[src/rtl/piso_tx_if.sv]
`default_nettype none
// ============================================================================
// Module      : piso_tx_if
// Description : Word handshake and serial output bundle for piso_tx.
// Revision    : 1.0 - initial release
// ============================================================================
interface piso_tx_if #(
    parameter int WIDTH = 8
);
    logic             i_valid;
    logic [WIDTH-1:0] i_data;
    logic             o_ready;
    logic             o_out;
    logic             o_out_valid;
    logic             o_done;
    logic             o_busy;

    // Producer / bench side
    modport master (
        output i_valid, i_data,
        input  o_ready, o_out, o_out_valid, o_done, o_busy
    );

    // Transmitter side
    modport slave (
        input  i_valid, i_data,
        output o_ready, o_out, o_out_valid, o_done, o_busy
    );
endinterface
`default_nettype wire

[src/rtl/piso_tx.sv]
`default_nettype none
// ============================================================================
// Module      : piso_tx
// Description : Parallel-in serial-out transmitter, MSB first, valid/ready
//               word intake with back-to-back frames. Optional even parity
//               bit selected by macro PISO_TX_PARITY_EN.
// Revision    : 1.0 - initial release
// ============================================================================
module piso_tx #(
    parameter int WIDTH = 8
) (
    input  wire logic i_clk,
    input  wire logic i_rstn,
    piso_tx_if.slave  bus
);

`ifdef PISO_TX_PARITY_EN
    localparam int c_frame_len = WIDTH + 1;
`else
    localparam int c_frame_len = WIDTH;
`endif
    localparam int                 c_cnt_w    = $clog2(WIDTH + 2);
    localparam logic [c_cnt_w-1:0] c_last_idx = c_cnt_w'(c_frame_len - 1);
    localparam logic [c_cnt_w-1:0] c_pen_idx  = c_cnt_w'(c_frame_len - 2);
`ifdef PISO_TX_PARITY_EN
    localparam logic [c_cnt_w-1:0] c_lsb_idx  = c_cnt_w'(WIDTH - 1);
`endif

    typedef enum logic [0:0] {
        ST_IDLE  = 1'b0,
        ST_SHIFT = 1'b1
    } state_t;

    state_t             r_state,     w_state_nxt;
    logic [WIDTH-1:0]   r_shreg,     w_shreg_nxt;
    logic [c_cnt_w-1:0] r_cnt,       w_cnt_nxt;
    logic               r_out,       w_out_nxt;
    logic               r_out_valid, w_out_valid_nxt;
    logic               r_done,      w_done_nxt;
    logic               r_busy,      w_busy_nxt;
`ifdef PISO_TX_PARITY_EN
    logic               r_par,       w_par_nxt;
`endif

    logic w_last;
    logic w_ready;
    logic w_hs;

    // r_cnt is the index of the bit currently on o_out
    assign w_last  = (r_state == ST_SHIFT) && (r_cnt == c_last_idx);
    assign w_ready = (r_state == ST_IDLE) || w_last;
    assign w_hs    = bus.i_valid && w_ready;

    always_comb begin
        w_state_nxt     = r_state;
        w_shreg_nxt     = r_shreg;
        w_cnt_nxt       = r_cnt;
        w_out_nxt       = 1'b0;
        w_out_valid_nxt = 1'b0;
        w_done_nxt      = 1'b0;
        w_busy_nxt      = 1'b0;
`ifdef PISO_TX_PARITY_EN
        w_par_nxt       = r_par;
`endif
        if (w_hs) begin
            // MSB goes straight to the output register; the rest queue up
            w_state_nxt     = ST_SHIFT;
            w_shreg_nxt     = {bus.i_data[WIDTH-2:0], 1'b0};
            w_cnt_nxt       = '0;
            w_out_nxt       = bus.i_data[WIDTH-1];
            w_out_valid_nxt = 1'b1;
            w_busy_nxt      = 1'b1;
`ifdef PISO_TX_PARITY_EN
            w_par_nxt       = ^bus.i_data;
`endif
        end else if ((r_state == ST_SHIFT) && !w_last) begin
            w_cnt_nxt       = r_cnt + 1'b1;
            w_shreg_nxt     = {r_shreg[WIDTH-2:0], 1'b0};
            w_out_nxt       = r_shreg[WIDTH-1];
`ifdef PISO_TX_PARITY_EN
            if (r_cnt == c_lsb_idx) begin
                w_out_nxt   = r_par;
            end
`endif
            w_out_valid_nxt = 1'b1;
            w_busy_nxt      = 1'b1;
            w_done_nxt      = (r_cnt == c_pen_idx);
        end else begin
            w_state_nxt     = ST_IDLE;
            w_shreg_nxt     = '0;
            w_cnt_nxt       = '0;
        end
    end

    always_ff @(posedge i_clk) begin
        if (!i_rstn) begin
            r_state     <= ST_IDLE;
            r_shreg     <= '0;
            r_cnt       <= '0;
            r_out       <= 1'b0;
            r_out_valid <= 1'b0;
            r_done      <= 1'b0;
            r_busy      <= 1'b0;
`ifdef PISO_TX_PARITY_EN
            r_par       <= 1'b0;
`endif
        end else begin
            r_state     <= w_state_nxt;
            r_shreg     <= w_shreg_nxt;
            r_cnt       <= w_cnt_nxt;
            r_out       <= w_out_nxt;
            r_out_valid <= w_out_valid_nxt;
            r_done      <= w_done_nxt;
            r_busy      <= w_busy_nxt;
`ifdef PISO_TX_PARITY_EN
            r_par       <= w_par_nxt;
`endif
        end
    end

    assign bus.o_ready     = w_ready;
    assign bus.o_out       = r_out;
    assign bus.o_out_valid = r_out_valid;
    assign bus.o_done      = r_done;
    assign bus.o_busy      = r_busy;

endmodule
`default_nettype wire

[src/flat_wrapper.sv]
// flat-port wrapper written by rule: the top's interface ports become plain ports
module piso_tx_flat 
#(
    parameter int WIDTH = 8
)
  (i_clk, i_rstn, bus_i_valid, bus_i_data, bus_o_ready, bus_o_out, bus_o_out_valid, bus_o_done, bus_o_busy);
  piso_tx_if #(.WIDTH(WIDTH)) bus_i ();
  input  wire logic i_clk;
  input  wire logic i_rstn;
  input wire logic [$bits(bus_i.i_valid)-1:0] bus_i_valid;
  input wire logic [$bits(bus_i.i_data)-1:0] bus_i_data;
  output wire logic [$bits(bus_i.o_ready)-1:0] bus_o_ready;
  output wire logic [$bits(bus_i.o_out)-1:0] bus_o_out;
  output wire logic [$bits(bus_i.o_out_valid)-1:0] bus_o_out_valid;
  output wire logic [$bits(bus_i.o_done)-1:0] bus_o_done;
  output wire logic [$bits(bus_i.o_busy)-1:0] bus_o_busy;
  assign bus_i.i_valid = bus_i_valid;
  assign bus_i.i_data = bus_i_data;
  assign bus_o_ready = bus_i.o_ready;
  assign bus_o_out = bus_i.o_out;
  assign bus_o_out_valid = bus_i.o_out_valid;
  assign bus_o_done = bus_i.o_done;
  assign bus_o_busy = bus_i.o_busy;
  piso_tx #(.WIDTH(WIDTH)) u_core (.i_clk(i_clk), .i_rstn(i_rstn), .bus(bus_i));
endmodule
[config.mk]
export PLATFORM = sky130hd
export DESIGN_NAME = piso_tx_flat
export DESIGN_NICKNAME = d
export VERILOG_FILES = /design/src/rtl/piso_tx_if.sv /design/src/rtl/piso_tx.sv /design/src/flat_wrapper.sv
export SDC_FILE = /design/constraint.sdc
export NUM_CORES = 1
export LEC_CHECK = 0
export ABC_AREA = 0
export BUFFER_PORTS_ARGS = -buffer_cell sky130_fd_sc_hd__clkbuf_2
export CELL_PAD_IN_SITES_DETAIL_PLACEMENT = 1
export CELL_PAD_IN_SITES_GLOBAL_PLACEMENT = 2
export CORE_MARGIN = 8
export CORE_UTILIZATION = 31
export CTS_CLUSTER_SIZE = 16
export DETAILED_ROUTE_END_ITERATION = 10
export GPL_TIMING_DRIVEN = 0
export PLACE_DENSITY_LB_ADDON = 0.1
export SYNTH_ARGS = -nofsm -noshare
export SYNTH_HDL_FRONTEND = slang
export SYNTH_SLANG_ARGS = --single-unit
[constraint.sdc]
create_clock -name i_clk -period 2.15 [get_ports i_clk]
set_clock_uncertainty 0.05 [all_clocks]
set_input_delay 0.3225 -clock i_clk [delete_from_list [all_inputs] [get_ports i_clk]]
set_output_delay 0.3225 -clock i_clk [all_outputs]
set_load 0.005 [all_outputs]
== Word level (Yosys, flattened, before mapping) ==
Cells that the tools add are included.
Word-level totals
  register bits after elaboration: 16
  logic and storage cells: 29
  bits in read-only memories: 0
  memories kept: 0
  bits of input ports: 11
  output and inout bits: 5
  latch bits: 0
  bits in writable memories: 0
Operators by class
  magnitude comparators: 0
  bitwise gates (word level): 3
  $add $sub $neg: 1
  equality and inequality tests: 3
  $mul: 0
  muxes and demuxes: 8
  div/mod/pow operators: 0
  reductions and logical operators: 7
  shift operators: 0
Operators by type and width (count)
  2-to-1 mux 8 bit: 2
  equality test 4 x 3 -> 1 bit (second input constant): 2
  2-to-1 mux 1 bit: 6
  adder 4 x 1 -> 4 bit (second input constant): 1
  logical AND 1 bit: 3
  NOT 1 bit: 3
  OR reduction 3 bit: 1
  != test 2 x 1 -> 1 bit (second input constant): 1
  OR reduction 2 bit: 1
  logical NOT 1 bit: 1
  logical OR 1 bit: 1

== Logic depth before layout (Yosys ltp) ==
Gate-level depths: netlist of the first run.
  depth in word-level cells: 6
  mapped depth: 5
  gate-level depth less buffers: 4

== Worst setup path after synthesis of the first run ==
No wires, ideal clock.
  path kind: reg2reg
  start: register u_core.r_cnt[0]
  end: register u_core.r_out, in the netlist u_core.bus.o_out
  stages on the path, launching flop included: 6
  setup time: 0.117 ns
  arrival time: 1.184 ns
  slack: 0.799 ns
  required time: 1.983 ns
  path buffers: 1
  clock period less this slack: 1.351 ns
  path through: dfxtp_1 ha_1 nand3b_4 and3_4 buf_6 a22o_1
On the way
  word-level cells in the longest chain between the ends: 6
  elaborated cells on any way between the ends: 8
  those cells by class: 1 x eq/ne; 2 x mux; 5 x reduce/logical
RTL lines
  from (decl): RTL line piso_tx.sv:36  | logic [c_cnt_w-1:0] r_cnt, w_cnt_nxt;
  from (signal assigned): RTL line piso_tx.sv:110  | r_cnt <= w_cnt_nxt;
  equality test 4 x 3 -> 1 bit *: RTL line piso_tx.sv:50  | assign w_last = (r_state == ST_SHIFT) && (r_cnt == c_last_idx);
  logical AND 1 bit *: RTL line piso_tx.sv:50
  logical NOT 1 bit: RTL line piso_tx.sv:76  | end else if ((r_state == ST_SHIFT) && !w_last) begin
  logical AND 1 bit: RTL line piso_tx.sv:76
  2-to-1 mux 1 bit: RTL line piso_tx.sv:76
  2-to-1 mux 1 bit *: RTL line piso_tx.sv:65  | if (w_hs) begin
  to (signal assigned): RTL line piso_tx.sv:111  | r_out <= w_out_nxt;
  to (decl): RTL line piso_tx.sv:37  | logic r_out, w_out_nxt;
Mark *: on every way between the ends. The rest lies on a longest branch, timed or not.
A chain may end at the register's enable or synchronous reset.

== Worst setup path in the final report of the first run ==
  start: register u_core.r_cnt[0]
  end: output port bus_o_ready
On the way
  word-level cells in the longest chain between the ends: 3
RTL lines
  equality test 4 x 3 -> 1 bit: RTL line piso_tx.sv:50
  logical AND 1 bit: RTL line piso_tx.sv:50
  logical OR 1 bit: RTL line piso_tx.sv:51  | assign w_ready = (r_state == ST_IDLE) || w_last;
  to (decl): RTL line flat_wrapper.sv:12  | output wire logic [$bits(bus_i.o_ready)-1:0] bus_o_ready;
No other way between the ends.

==> results of run 1 <==
## final timing paths
kind	end	cells after the start	slack, ps	start
worst min-delay path	u_core.r_shreg[1]	2	180	bus_i_data[0]
worst min register to register	u_core.r_shreg[4]	1	400	u_core.r_shreg[3]
worst max-delay path	bus_o_ready	4	560	u_core.r_cnt[0]
worst max register to register	u_core.bus.o_out	5	720	u_core.r_cnt[0]
## cell usage after synthesis, drive strengths merged
| cell | instances |
|---|---|
| nor2 | 4 |
| dfxtp | 15 |
| ha | 2 |
| nand3 | 2 |
| nand3b | 1 |
| xnor2 | 1 |
| buf | 2 |
| xor2 | 1 |
| and4b | 1 |
| a21oi | 2 |
| inv | 1 |
| and2 | 1 |
| nor2b | 2 |
| nand2 | 2 |
| and3 | 1 |
| a22o | 7 |
## cells by family after synthesis
logic type / after synthesis / share of synthesized area
AO/OA/AOI/OAI: 9 / 0.1405
XOR/XNOR: 2 / 0.03279
adder cells (fa/ha/maj): 2 / 0.04683
buffers and inverters: 3 / 0.04215
flip-flops: 15 / 0.5621
AND/OR/NAND/NOR: 14 / 0.1756
## cells in the final DEF (no fill, tap or decap)
cell | synthesis | routed
a21oi_1 | 1 | 1
a21oi_2 | 1 | 1
a22o_1 | 7 | 7
and2_1 | 1 | 1
and3_4 | 1 | 1
and4b_2 | 1 | 1
buf_4 | 1 | 1
buf_6 | 1 | 1
clkbuf_2 | 0 | 15
clkbuf_4 | 0 | 3
clkinv_2 | 0 | 1
dfxtp_1 | 15 | 15
ha_1 | 2 | 2
inv_1 | 1 | 1
nand2_1 | 2 | 2
nand3_1 | 2 | 2
nand3b_4 | 1 | 1
nor2_1 | 4 | 4
nor2b_1 | 2 | 2
xnor2_1 | 1 | 1
xor2_1 | 1 | 1
## sequential cells by signal, indices dropped and copies added (netlist names)
register,cells
u_core.bus.o_out,1
u_core.r_shreg,7
u_core.bus.o_done,1
u_core.bus.o_out_valid,1
u_core.r_cnt,4
u_core.r_state,1
## layer usage
| metal | up-vias | routed length (um) | global-route usage |
|---|---|---|---|
| met1 | 176 | 453 | 0.07653 |
| li1 | 193 | - | - |
| met5 | - | 0 | 0 |
| met2 | 10 | 421 | 0.09486 |
| met4 | 0 | 32 | 0.06429 |
| met3 | 4 | 89 | 0.04036 |
## through the flow
stage	worst slack (ps)	hold slack, ps	util
after global routing	454.1	185.2	0.3940
after CTS	542.4	169.4	0.3940
final	561.2	181.8	0.3940
after detailed placement	712.1	385.4	0.3775
after floorplan	799.2	375.7	-
after global placement	704.5	380.7	0.3775
## power groups by stage
stage          Combinational [mW]  Clock [mW]  Sequential [mW]
2_1_floorplan              0.0202           0            0.300
3_3_place_gp               0.0387           0            0.301
3_5_place_dp               0.0391           0            0.301
4_1_cts                    0.0392       0.170            0.294
6_report                   0.0381       0.158            0.294
5_1_grt                    0.0438       0.182            0.296
## worst max-delay path, cell delays in order (launching register included)
cell and delay [ps]:
dfxtp_1 380, ha_1 250, nand3b_4 120, nand2_1 80, clkbuf_2 110
## area by class of cell
cell class,instances,area (um2),share of cell area
buffer,2,18.77,0.02852
clock buffer,3,22.52,0.03422
clock inverter,1,5.005,0.007605
inverter,1,3.754,0.005703
multi-input combinational,27,211.5,0.3213
sequential,15,300.3,0.4563
tap,17,21.27,0.03232
timing repair buffer,15,75.07,0.1141
==> results.py, run 1 <==
metrics = {
    "pwr": {
        "p_int_mw": 0.3793,
        "p_leak_nw": 0.3373,
        "pwr-share-seq": 0.600,
        "comb_power_share": 0.078,
        "p_sw_mw": 0.1113,
        "power_mw": 0.4906,
        "irDropWorstVdd_mv": 0.3307,
        "switching_share": 0.2268,
        "pwr-share-clk": 0.323,
        "power_density_mw_per_mm2": 745.4,
    },
    "cts": {
        "insertion_delay_ps": 280,
        "clk_pin_slew_ps": 90,
        "cts_buffers": 3,
        "cts-root-buf": "clkbuf_4",
        "ctsHoldBuffers": 0,
        "cts_tree": "done",
        "post_cts_buffers": 0,
        "clockBufferDepth": 2,
        "cts_resized": 0,
        "cts_sinks": 15,
        "h-tree-depth": 1,
    },
    "run": {
        "max_cap_viol_count": 0,
    },
    "die": {
        "die_area_mm2": 0.003308,
        "fp.coreArea_mm2": 0.001670,
        "ios": 16,
        "die_h_um": 57.52,
        "die_w_um": 57.52,
        "initial_utilization": 0.3198,
        "rows": 15,
    },
    "placement": {
        "port_buffers": 15,
        "placed_area_um2": 630.6,
        "post-place-cells": 77,
        "gp_congestion": 0.6684,
        "dp_hpwl_um": 796.7,
    },
    "detailed_routing": {
        "wl_um": 997,
        "routed-via-count": 383,
        "avgRoutedWirePerCell_um": 12.31,
        "routed_via_density": 4.728,
        "drcViolationCount": 0,
        "ant_nets": 0,
        "drt-initial-drc-count": 1,
        "drt_pass1_iterations": 2,
    },
    "timing": {
        "fmax_mhz": 629.4,
        "rsz0062_at_grt": "false",
        "finalCriticalPeriod_ps": 1589,
        "setup_viol": 0,
        "slew_viol_final": 0,
        "tns_ps": 0,
        "worst_pin_slew_ps": 363.3,
        "slew-limit-headroom": 0.7578,
        "finalHoldViolations": 0,
        "post-route-period-util": 0.7390,
    },
    "worst_setup_path": {
        "startpoint_type": "flop",
        "critical_path_class": "flop to output port",
        "end_kind": "output port",
        "crit_path_max_fanout": 5,
        "crit_arrival_ps": 1220,
        "cp.required_ps": 1780,
    },
    "hold_path": {
        "hold_class": "primary input to flop",
    },
    "grt": {
        "grt_pass1_wl_mm": 1.780,
        "grt_max_degree": 10,
        "grt_use_total": 0.07081,
        "grt_pass1_vias": 407,
        "grt-ovfl-total": 0,
        "antenna_found_initial": 0,
    },
    "yosys": {
        "syn_nets": 58,
        "yosysSeqAreaShare": 0.5621,
        "avgSynthCellArea_um2": 11.87,
        "syn_area_um2": 534.3,
        "synth_top_area_cell": "dfxtp_1",
        "syn_inst": 45,
        "synthTopCellsByArea": "dfxtp_1 56%, a22o_1 11%, ha_1 4.7%",
        "synth_top_area_frac": 0.5621,
        "yosys_warnings": 0,
        "ys_ff_latch": 15,
        "synth_cell_types": 18,
    },
    "final_layout": {
        "num_antenna_cells": 0,
        "nets": 78,
        "final_cells": 81,
        "fin_area_um2": 658.1,
        "drive_above_1_share": 0.3906,
        "n_fill_cell": 204,
        "area_growth_syn_to_layout_pct": 23.19,
    },
    "outcome": {
        "outcome": "complete, no violations",
    },
}
No activity file was read; power rests on OpenSTA's default activity.
==> run 2, diff against run 1 <==
Settings changed: CORE_UTILIZATION 31 to 29.
Clock period 2.15 ns to 1.6 ns, I/O delays scaled along.
==> run 2 against run 1 <==
Compared with the run above: global-route usage down 0.11 points; non-clock buffer count unchanged; routed wire length up 5.0%; critical endpoint unchanged; final cell count up 9.9%; sequential power up 34%; critical path type unchanged; sequential share of layout area down 0.85 points; register-to-register slack worse by 530 ps; power up 34%; worst setup slack worse by 440 ps; flip-flop and latch count unchanged.
==> results.py, run 2 (synthesis gave the netlist of run 1 again) <==
metrics = {
    "outcome": {
        "outcome": "complete, no violations",
    },
    "timing": {
        "slew-limit-headroom": 0.7590,
        "rsz0062_at_grt": "false",
        "finalHoldViolations": 0,
        "fmax_mhz": 677.7,
        "worst_pin_slew_ps": 361.6,
        "finalCriticalPeriod_ps": 1476,
        "post-route-period-util": 0.9222,
        "setup_viol": 0,
        "tns_ps": 0,
        "slew_viol_final": 0,
    },
    "placement": {
        "gp_congestion": 0.6561,
        "dp_hpwl_um": 814.7,
        "port_buffers": 15,
    },
    "detailed_routing": {
        "drt_pass1_iterations": 4,
        "wl_mm": 1.047,
        "drcViolationCount": 0,
        "avgRoutedWirePerCell_um": 11.76,
        "drt-initial-drc-count": 1,
        "routed-via-count": 386,
        "routed_via_density": 4.337,
        "ant_nets": 0,
    },
    "final_layout": {
        "drive_above_1_share": 0.4063,
        "largest_register": "u_core.r_shreg",
        "largest_reg_flops": 7,
        "top_regs": "u_core.r_shreg (7), u_core.r_cnt (4)",
        "n_fill_cell": 216,
        "num_antenna_cells": 0,
        "final_cell_mix": "15 x clkbuf_2, 15 x dfxtp_1, 7 x a22o_1, 4 x nor2_1, 3 x clkbuf_4",
        "nets": 78,
        "area_growth_syn_to_layout_pct": 25.53,
    },
    "grt": {
        "grt_max_degree": 10,
        "grt_pass1_vias": 422,
        "use_met2": 0.1184,
        "grt_use_total": 0.06968,
        "use_met1": 0.06742,
        "grt_busiest_layer": "met2",
        "use_met3": 0.04565,
        "grt_pass1_wl_mm": 1.835,
        "antenna_found_initial": 0,
        "grt-ovfl-total": 0,
    },
    "pwr": {
        "p_sw_mw": 0.1465,
        "pwr-share-seq": 0.602,
        "power_density_mw_per_mm2": 978.5,
        "p_leak_nw": 0.3345,
        "power_mw": 0.6563,
        "switching_share": 0.2232,
        "comb_power_share": 0.079,
        "irDropWorstVdd_mv": 0.5925,
        "p_int_mw": 0.5098,
        "pwr-share-clk": 0.319,
    },
    "worst_setup_path": {
        "critPathMaxStageDelay_ps": 380,
        "startpoint_type": "flop",
        "crit_arrival_ps": 1190,
        "critical_path_class": "flop to output port",
        "critPathTopFamily": "flip-flops",
        "cp.required_ps": 1310,
        "cp_cell_sequence": "ha_2, nand3b_4, nand2_1, clkbuf_2",
        "cp_slowest_cell": "dfxtp_1",
        "end_kind": "output port",
        "crit_path_max_fanout": 5,
        "worst-path-buf-inv": 1,
    },
    "run": {
        "max_cap_viol_count": 0,
    },
    "die": {
        "ios": 16,
        "fp.coreArea_mm2": 0.001727,
        "die_w_um": 58.92,
        "die_area_mm2": 0.003472,
        "initial_utilization": 0.3094,
        "die_h_um": 58.92,
        "rows": 15,
    },
    "hold_path": {
        "hold_class": "primary input to flop",
    },
    "cts": {
        "ctsHoldBuffers": 0,
        "insertion_delay_ps": 280,
        "cts_buffers": 3,
        "cts-root-buf": "clkbuf_4",
        "post_cts_buffers": 0,
        "clk_pin_slew_ps": 80,
        "cts_resized": 0,
        "h-tree-depth": 1,
        "cts_sinks": 15,
        "clockBufferDepth": 2,
        "cts_tree": "done",
    },
}
## run 2: worst register-to-register path, delay by kind of cell (launching register included)
kind / cells / cell delay, ps
compound gates: 1 / 230
fa+ha+maj: 1 / 230
buf+inv: 1 / 130
flops: 1 / 380
simple gates: 2 / 300
## run 2: cell type report
cell class,instances,area (um2),share of cell area
timing repair buffer,15,75.07,0.1119
multi-input combinational,27,214.0,0.3190
inverter,1,3.754,0.005597
tap,25,31.28,0.04664
buffer,2,18.77,0.02799
sequential,15,300.3,0.4478
clock buffer,3,22.52,0.03358
clock inverter,1,5.005,0.007463
## run 2: metrics by stage
step                setup slack [ps]  hold slack [ps]  instance area (um2)  std cells  utilization
floorplan                      249.2            311.7                534.3         45            -
global placement               152.2            378.8                640.6         85       0.3710
detailed placement             149.4            390.4                640.6         85       0.3710
CTS                            71.65            97.76                668.1         89       0.3870
global route                   13.96            106.5                670.6         89       0.3884
finish                         124.5            108.2                670.6         89       0.3884
## run 2: path summary, 6_finish.rpt
path,start,endpoint,cells after the start,slack [ps]
max reg2reg,u_core.r_cnt[0],u_core.r_shreg[7],5,190
min reg2reg,u_core.r_shreg[3],u_core.r_shreg[4],1,400
max,u_core.r_cnt[0],bus_o_ready,4,120
min,bus_i_data[0],u_core.r_shreg[1],2,110
## run 2: power groups by stage
stage          Combinational (mW)  Sequential (mW)  Clock (mW)
2_1_floorplan              0.0272            0.403           0
3_3_place_gp               0.0522            0.404           0
3_5_place_dp               0.0530            0.404           0
4_1_cts                    0.0540            0.395       0.224
5_1_grt                    0.0597            0.397       0.245
6_report                   0.0520            0.395       0.209
## run 2: layer usage
layer / vias to the layer above / wire length (um)
li1: 194 / -
met1: 183 / 407
met2: 9 / 542
met3: 0 / 97
met4: 0 / 0
met5: - / 0
==> run 3, diff against run 2 <==
Settings changed: CELL_PAD_IN_SITES_GLOBAL_PLACEMENT 2 to 1, CORE_UTILIZATION 29 to 36.
==> run 3 against run 2 <==
Compared with the run above: core utilization is 6.3 points higher; flip-flop and latch count stayed put; highest routed layer unchanged; count of clock-buffer cells in the layout is 1 higher; clock power is 2% lower; fmax is 0.73% lower; final cell count is 10% lower; global-route usage hardly changed.
==> results.py, run 3 (synthesis gave the netlist of run 1 again) <==
metrics = {
    "outcome": {
        "outcome": "complete, no violations",
    },
    "hold_path": {
        "hold_class": "primary input to flop",
        "hp-start": "bus_i_data[0]",
    },
    "pwr": {
        "power_density_mw_per_mm2": 991.9,
        "p_int_mw": 0.5133,
        "pwr-share-clk": 0.314,
        "p_leak_nw": 0.3346,
        "comb_power_share": 0.078,
        "switching_share": 0.2107,
        "p_sw_mw": 0.1370,
        "power_mw": 0.6503,
        "pwr-share-seq": 0.607,
        "irDropWorstVdd_mv": 0.4458,
    },
    "final_layout": {
        "largest_reg_flops": 7,
        "num_antenna_cells": 0,
        "drive_above_1_share": 0.3750,
        "nets": 78,
        "final_cells": 80,
        "top_regs": "u_core.r_shreg (7), u_core.r_cnt (4)",
        "final_cell_mix": "15 x clkbuf_2, 15 x dfxtp_1, 7 x a22o_1, 4 x nor2_1, 3 x clkbuf_4",
        "largest_register": "u_core.r_shreg",
        "fin_area_um2": 655.6,
        "area_growth_syn_to_layout_pct": 22.72,
    },
    "worst_setup_path": {
        "cp-startpoint": "u_core.r_cnt[0]",
        "rrSetupSlack_ps": 160,
        "cp_slowest_cell": "dfxtp_1",
        "crit_path_max_fanout": 5,
        "cp.required_ps": 1310,
        "reg2regPathDepth": 5,
        "worstReg2RegEnd": "u_core.bus.o_out",
        "startpoint_type": "flop",
        "critical_path_class": "flop to output port",
        "end_kind": "output port",
        "worstSetupEndpoint": "bus_o_ready",
        "cp_cell_sequence": "ha_1, nand3b_4, nand2_1, clkbuf_2",
        "crit_arrival_ps": 1200,
        "critPathMaxStageDelay_ps": 380,
        "r2r_start": "u_core.r_cnt[0]",
    },
    "timing": {
        "fin_hold_ws_ps": 116.6,
        "post-route-period-util": 0.9290,
        "tns_ps": 0,
        "setup_viol": 0,
        "slew_viol_final": 0,
        "finalHoldViolations": 0,
        "worst_pin_slew_ps": 348.7,
        "rsz0062_at_grt": "false",
        "finalCriticalPeriod_ps": 1486,
        "fmax_mhz": 672.8,
        "slew-limit-headroom": 0.7675,
    },
    "cts": {
        "cts-root-buf": "clkbuf_4",
        "ctsHoldBuffers": 0,
        "cts_resized": 0,
        "cts_sinks": 15,
        "post_cts_buffers": 0,
        "h-tree-depth": 1,
        "clockBufferDepth": 2,
        "clk_pin_slew_ps": 80,
        "cts_buffers": 3,
        "insertion_delay_ps": 270,
        "cts_tree": "done",
    },
    "die": {
        "rows": 14,
        "die_h_um": 54.53,
        "die_area_mm2": 0.002973,
        "die_w_um": 54.53,
        "ios": 16,
        "initial_utilization": 0.3675,
        "fp.coreArea_mm2": 0.001454,
    },
    "run": {
        "max_cap_viol_count": 0,
    },
    "detailed_routing": {
        "drcViolationCount": 0,
        "routed-via-count": 377,
        "avgRoutedWirePerCell_um": 12.29,
        "ant_nets": 0,
        "drt_pass1_iterations": 2,
        "wl_um": 983,
        "drt-initial-drc-count": 4,
        "routed_via_density": 4.713,
    },
    "grt": {
        "grt_use_total": 0.06940,
        "grt_pass1_wl_mm": 1.483,
        "grt_max_degree": 9,
        "grt-ovfl-total": 0,
        "antenna_found_initial": 0,
        "grt_pass1_vias": 375,
    },
    "placement": {
        "placed_area_um2": 629.4,
        "dp_hpwl_um": 793.9,
        "post-place-cells": 76,
        "gp_congestion": 0.6507,
        "port_buffers": 15,
    },
}
==> run 3: layout make-up <==
class | instances | area (um2)
fill | 172 | 798.3
buffer | 2 | 18.77
timing repair buffer | 15 | 75.07
sequential | 15 | 300.3
multi-input combinational | 27 | 211.5
clock buffer | 4 | 26.28
tap | 16 | 20.02
inverter | 1 | 3.754
==> run 3: how the worst min path moves through the flow <==
stage / slack (ps) / to / depth (start not counted)
2_1_floorplan: 310 / u_core.r_shreg[1] / 1
3_3_place_gp: 380 / u_core.r_shreg[3] / 1
3_5_place_dp: 390 / u_core.r_shreg[3] / 1
4_1_cts: 120 / u_core.r_shreg[1] / 2
5_1_grt: 120 / u_core.r_shreg[5] / 2
6_report: 120 / u_core.r_shreg[1] / 2
==> run 3: metal layers <==
layer	routed length [um]	track usage
met1	433	0.07188
met2	453	0.1145
met3	96	0.04076
met4	0	0.02459
met5	0	0
==> run 3: power groups by stage <==
stage	combinational, mW	sequential [mW]	clock (mW)
2_1_floorplan	0.0272	0.403	0
3_3_place_gp	0.0516	0.404	0
3_5_place_dp	0.0521	0.404	0
4_1_cts	0.0529	0.395	0.215
5_1_grt	0.0572	0.397	0.235
6_report	0.0510	0.395	0.204
==> run 3: per-stage QoR <==
step,setup slack [ps],util
detailed placement,161.2,0.4329
CTS,87.35,0.4509
finish,113.6,0.4509
floorplan,249.2,-
global route,13.91,0.4509
global placement,164.9,0.4329
==> run 3: worst max-delay path, delay by kind of cell (launching register included) <==
family / cells / cell delay [ps]
buf+inv: 1 / 110
fa+ha+maj: 1 / 240
flops: 1 / 380
simple gates: 2 / 200
